$ cat config.mk
export PLATFORM = sky130hd
export DESIGN_NAME = vmem_sequencer
export DESIGN_NICKNAME = d
export VERILOG_FILES = /design/src/rtl/vmem_pkg.sv /design/src/rtl/vmem_rr_arb.sv /design/src/rtl/vmem_sequencer.sv
export SDC_FILE = /design/constraint.sdc
export NUM_CORES = 1
export LEC_CHECK = 0
export BUFFER_PORTS_ARGS = -buffer_cell sky130_fd_sc_hd__buf_2
export CORE_AREA = 2 2 235 237
export DETAILED_ROUTE_END_ITERATION = 7
export DIE_AREA = 0 0 237 239
export HOLD_SLACK_MARGIN = 0.03
export PLACE_DENSITY = 0.67
export SYNTH_ARGS = -nofsm -noshare
export SYNTH_HDL_FRONTEND = slang
export SYNTH_SLANG_ARGS = --single-unit
$ cat constraint.sdc
create_clock -name CLK -period 2.83 [get_ports CLK]
set_input_delay 0.4245 -clock CLK [delete_from_list [all_inputs] [get_ports CLK]]
set_output_delay 0.4245 -clock CLK [all_outputs]
set_load 0.01 [all_outputs]
$ cat src/rtl/vmem_pkg.sv
// Shared types and geometry defaults for the vector memory sequencer.
// Imported by the arbiter and the sequencer top.
package vmem_pkg;

  typedef enum logic [1:0] {
    ST_IDLE = 2'd0,
    ST_VEC  = 2'd1,
    ST_BYTE = 2'd2,
    ST_DONE = 2'd3
  } state_t;

  localparam int LANES             = 16;
  localparam int DEF_IMAGE_WIDTH   = 192;
  localparam int DEF_IMAGE_HEIGHT  = 192;
  localparam int DEF_LANE_STRIDE   = 8;

endpackage

$ cat src/rtl/vmem_rr_arb.sv
// Two-requester round-robin arbiter; requester 0 is the CPU, requester 1 the DMA.
// Grants only while enabled and remembers who won last.
module vmem_rr_arb
  import vmem_pkg::*;
(
  input  logic       CLK,
  input  logic       RST_N,
  input  logic       en,
  input  logic [1:0] req,
  output logic [1:0] gnt
);

  // 1 = requester 1 won last, so requester 0 goes first out of reset
  logic last_reg;

  always_comb begin
    gnt = 2'b00;
    if (en) begin
      if (req == 2'b11) gnt = last_reg ? 2'b01 : 2'b10;
      else              gnt = req;
    end
  end

  always_ff @(posedge CLK) begin
    if (!RST_N)   last_reg <= 1'b1;
    else if (|gnt) last_reg <= gnt[1];
  end

endmodule

$ cat src/rtl/vmem_sequencer.sv
// Sequences 16-lane CPU vector loads/stores and single-byte DMA accesses
// onto a byte-wide single-port memory, one transaction at a time.
module vmem_sequencer
  import vmem_pkg::*;
#(
  parameter int IMAGE_WIDTH  = DEF_IMAGE_WIDTH,
  parameter int IMAGE_HEIGHT = DEF_IMAGE_HEIGHT,
  parameter int LANE_STRIDE  = DEF_LANE_STRIDE
) (
  input  logic                   CLK,
  input  logic                   RST_N,
  input  logic                   cpu_req,
  input  logic                   cpu_we,
  input  logic [15:0]            cpu_addr,
  input  logic [LANES-1:0][15:0] cpu_wd,
  output logic [LANES-1:0][15:0] cpu_rd,
  output logic                   cpu_ack,
  input  logic                   dma_req,
  input  logic                   dma_we,
  input  logic [15:0]            dma_addr,
  input  logic [7:0]             dma_wd,
  output logic [7:0]             dma_rd,
  output logic                   dma_ack,
  output logic                   mem_en,
  output logic                   mem_we,
  output logic [15:0]            mem_addr,
  output logic [7:0]             mem_wd,
  input  logic [7:0]             mem_rd,
  output logic                   err
);

  localparam int unsigned MEM_DEPTH = IMAGE_WIDTH * IMAGE_HEIGHT;

  state_t                  state_reg, state_next;
  logic [3:0]              lane_reg;
  logic                    we_reg, dma_sel_reg, err_reg, prev_oor_reg;
  logic [15:0]             addr_reg;
  logic [LANES-1:0][7:0]   wd_reg;
  logic [LANES-2:0][7:0]   load_buf_reg;
  logic [LANES-1:0][7:0]   cpu_rd_reg;
  logic [7:0]              dma_rd_reg;
  logic [1:0]              gnt;
  logic                    arb_en, active, oor, done_load;
  logic [15:0]             access_addr;
  logic [7:0]              cap_byte;
  logic                    unused_wd_hi;

  assign arb_en       = (state_reg == ST_IDLE);
  assign unused_wd_hi = ^cpu_wd;

  vmem_rr_arb u_arb (
    .CLK   (CLK),
    .RST_N (RST_N),
    .en    (arb_en),
    .req   ({dma_req, cpu_req}),
    .gnt   (gnt)
  );

  assign active      = (state_reg == ST_VEC) || (state_reg == ST_BYTE);
  assign access_addr = (state_reg == ST_VEC) ? addr_reg + 16'(int'(lane_reg) * LANE_STRIDE)
                                             : addr_reg;
  assign oor         = 32'(access_addr) >= MEM_DEPTH;

  assign mem_en   = active && !oor;
  assign mem_we   = mem_en && we_reg;
  assign mem_addr = active ? access_addr : 16'h0000;
  assign mem_wd   = mem_we ? wd_reg[lane_reg] : 8'h00;

  // Read data belongs to the previous issue; a skipped lane reads as zero
  assign cap_byte  = prev_oor_reg ? 8'h00 : mem_rd;
  assign done_load = (state_reg == ST_DONE) && !we_reg;

  assign cpu_ack = (state_reg == ST_DONE) && !dma_sel_reg;
  assign dma_ack = (state_reg == ST_DONE) &&  dma_sel_reg;
  assign err     = (state_reg == ST_DONE) &&  err_reg;
  assign dma_rd  = (done_load && dma_sel_reg) ? cap_byte : dma_rd_reg;

  // Load results show up with the ack, then persist from the holding register
  generate
    for (genvar gi = 0; gi < LANES - 1; gi++) begin : g_rd
      assign cpu_rd[gi] = {8'h00, (done_load && !dma_sel_reg) ? load_buf_reg[gi] : cpu_rd_reg[gi]};
    end
  endgenerate
  assign cpu_rd[LANES-1] = {8'h00, (done_load && !dma_sel_reg) ? cap_byte : cpu_rd_reg[LANES-1]};

  always_comb begin
    state_next = state_reg;
    case (state_reg)
      ST_IDLE: begin
        if (gnt[0])      state_next = ST_VEC;
        else if (gnt[1]) state_next = ST_BYTE;
      end
      ST_VEC:  if (lane_reg == 4'(LANES - 1)) state_next = ST_DONE;
      ST_BYTE: state_next = ST_DONE;
      ST_DONE: state_next = ST_IDLE;
      default: state_next = ST_IDLE;
    endcase
  end

  always_ff @(posedge CLK) begin
    if (!RST_N) begin
      state_reg    <= ST_IDLE;
      lane_reg     <= 4'd0;
      we_reg       <= 1'b0;
      dma_sel_reg  <= 1'b0;
      err_reg      <= 1'b0;
      prev_oor_reg <= 1'b0;
      addr_reg     <= 16'h0000;
      wd_reg       <= '0;
      load_buf_reg <= '0;
      cpu_rd_reg   <= '0;
      dma_rd_reg   <= 8'h00;
    end else begin
      state_reg <= state_next;
      case (state_reg)
        ST_IDLE: begin
          if (|gnt) begin
            dma_sel_reg  <= gnt[1];
            we_reg       <= gnt[1] ? dma_we : cpu_we;
            addr_reg     <= gnt[1] ? dma_addr : cpu_addr;
            lane_reg     <= 4'd0;
            err_reg      <= 1'b0;
            prev_oor_reg <= 1'b0;
            for (int i = 0; i < LANES; i++)
              wd_reg[i] <= gnt[1] ? ((i == 0) ? dma_wd : 8'h00) : cpu_wd[i][7:0];
          end
        end
        ST_VEC: begin
          lane_reg     <= lane_reg + 4'd1;
          prev_oor_reg <= oor;
          err_reg      <= err_reg | oor;
          if (!we_reg && lane_reg != 4'd0)
            load_buf_reg[lane_reg - 4'd1] <= cap_byte;
        end
        ST_BYTE: begin
          prev_oor_reg <= oor;
          err_reg      <= err_reg | oor;
        end
        ST_DONE: begin
          if (!we_reg) begin
            if (dma_sel_reg) dma_rd_reg <= cap_byte;
            else             cpu_rd_reg <= {cap_byte, load_buf_reg};
          end
        end
        default: ;
      endcase
    end
  end

endmodule

==> flow_summary.toml <==
[route]
via_count = 13910
drtPass1Iterations = 5
wire_per_inst_um = 18.18
drcViolationCount = 0
drt_iter0_drc = 686
wirelength_um = 53480
ant_nets = 0
via_per_inst = 4.729

[clock_tree]
cts_tree = "built"
cts_buffers = 44
clkLatencyLatePin_ns = 0.56
clk_path_buf_depth = 3
cts_max_level = 2
ctsHoldBuffers = 0
root_buffer = "clkbuf_16"
path_clk_slew_ns = 0.06
cts.sink_count = 411

[setup_path]
cp-start-kind = "flop"
path_cells = "ha_4, inv_2, fa_2, nor2b_2, o31a_1, nand4_1, xor2_2, a31oi_4, buf_12, buf_12, nor2_2, buf_2"
critPathKind = "flop to output pin"
critical-path-top-delay-family = "adder cells"
r2r-end = "load_buf_reg[13]"
required_ns = 2.41
max_stage_delay_ns = 0.37
cpMostUsedCell = "buf_12"
crit_arrival_ns = 2.82
path_buf_inv = 4
r2r_slack_ns = 0.20
critical_path.endpoint_type = "output pin"
r2r_cells = 10
worstPathMaxFanout = 5
slowest_stage = "fa_2"
rr_startpoint = "lane_reg[0]"

[hold_path]
min_path_type = "primary input to flop"
hp-start = "cpu_wd[195]"
hold_depth = 3
holdPathEnd = "wd_reg[99]"

[timing]
min_period_over_period_pct = 114.5
period_minus_slack_ns = 3.240
worst_pin_slew_ns = 1.021
finalSetupTns_ns = -5.402
setup_violations = 48
clock_skew_ns = 0.01310
setup_ws_ns = -0.4099
hold_viol = 0
rsz0062_at_grt = "yes"
timing.final.max_slew_violations = 0
relSlewSlack_pct = 31.95
finalHoldWorstSlack_ns = 0.1016
fmax_mhz = 308.7

[synth]
synth-edff-count = 0
synth_top_cell_by_area = "dfxtp_1"
yosysSeqAreaShare_pct = 44.83
netlist_instances = 1842
synthFlopType = "dfxtp_1"
ys_top_cells_by_area = "dfxtp_1 45%, mux2_2 8.4%, mux2i_1 6.7%, buf_4 5.4%, nand2_1 5.4%"
synth_warnings = 0
netlist_area_sq_um = 18360
syn_area_per_cell_sq_um = 9.965
synth_common_cells = "411 x dfxtp_1, 264 x nand2_1, 143 x and2_1"
ys_seq_elements = 411
synthArstFlopShare_pct = 0
synth_cell_types = 59
yosysTopAreaCellShare_pct = 44.83
synth_most_common_cell = "dfxtp_1"

[cells_and_area]
area_growth_pct = 32.72
drive_above_1_share_pct = 33.83
num-nets-final = 2528
stdcell_area_sq_um = 24360
postLayoutCoreUtil_pct = 44.83
nFillCells = 4967
instances_no_fill = 2942

[die]
ioPinCount = 603
fp.dieH_um = 239
die-area_sq_um = 56640
core_sq_um = 54340
die_x_um = 237
start_util_pct = 33.78
rows = 86

[placed_design]
place_area_sq_um = 20540
routabilityCongestion = 0.8360
place_inst = 2817
dp_hpwl_um = 35230
port_buffers = 346
place_ws_ns = 0.1023

[pwr]
ir_drop_uv = 421.9
power.leakage_nw = 10.42
power_mw = 16.95
p_per_area_nw_per_um2 = 695.9

[global_routing]
grt_first_pass_wirelength_um = 77680
grt_pass1_vias = 13430
grt-ovfl-total = 0
antenna_found_initial = 10
grt_usage_pct = 17.66
grt_max_degree = 259

[flow_run]
cap_viol_max_count = 0

[outcome]
violations = "setup timing"
outcome = "finished with violations"
[layout make-up]
cell class,count,area [sq um],share of cell area [%]
multi-input cells,1294,9754,40.04
repair buffers,441,3842,15.77
flip-flops and latches,411,8242,33.83
diodes,3,7.507,0.03082
inverters,11,47.55,0.1952
well taps,704,880.8,3.616
clock buffers,61,1286,5.280
clock inverters,17,300.3,1.233
[metal layers]
metal | vias up | track usage, % | wire [um]
met5 | - | 0 | 91
met4 | 14 | 6.828 | 1793
met3 | 99 | 4.677 | 3466
met2 | 443 | 29.14 | 25470
met1 | 6720 | 22.02 | 22660
li1 | 6637 | - | -
[worst min-delay path, cell delays in order]
cell and delay, ns:
buf_2 0.10, nand2_1 0.04, a21oi_1 0.05
[worst max-delay path by stage]
stage | depth (start not counted) | endpoint | slack (ns) | start
after floorplan | 10 | mem_we | 0.008 | lane_reg[1]
after global placement | 7 | mem_wd[2] | 0.1 | lane_reg[0]
after detailed placement | 7 | mem_wd[2] | 0.10 | lane_reg[0]
after CTS | 12 | mem_wd[1] | -0.44 | lane_reg[0]
after global routing | 12 | mem_wd[5] | -0.56 | lane_reg[0]
final | 12 | mem_wd[5] | -0.41 | lane_reg[0]
[repair_timing]
| item | in CTS | in global routing |
|---|---|---|
| pin swaps | 8 | 7 |
| endpoints found under the setup margin | 125 | 131 |
| gates resized for setup | 94 | 291 |
| endpoints found under the hold margin | 0 | 0 |
| cloned | 8 | 9 |
| setup buffers | 15 | 16 |
[power by group]
part / internal [mW] / total, mW / switching (mW)
sequential: 6.28 / 6.62 / 0.343
combinational: 1.74 / 4.04 / 2.30
clock: 3.90 / 6.29 / 2.39
[kinds of logic after synthesis]
group / count (synthesis) / share of synthesized area (%)
flip-flops: 411 / 44.83
adder cells (fa/ha/maj): 15 / 1.063
multiplexers: 300 / 20.29
buffers and inverters: 264 / 8.568
other: 1 / 0.02043
XOR/XNOR: 11 / 0.5249
AO/OA/AOI/OAI: 207 / 6.489
AND/OR/NAND/NOR: 633 / 18.21
[cells in the final DEF (no fill, tap or decap), types with 8 or more instances in the layout]
cell and n:
a21oi_1 126, and2_1 143, buf_12 16, buf_16 9
buf_2 216, buf_4 49, buf_6 139, bufinv_16 8
clkbuf_16 53, clkbuf_8 10, conb_1 128, dfxtp_1 404
ha_1 8, mux2_2 13, mux2_4 124, mux2i_1 123
mux4_1 10, mux4_2 28, nand2_1 262, nor2_1 36
nor2b_1 132, o21ai_0 24, o22ai_1 22
Note: power is estimated with default switching activity, not from simulation.
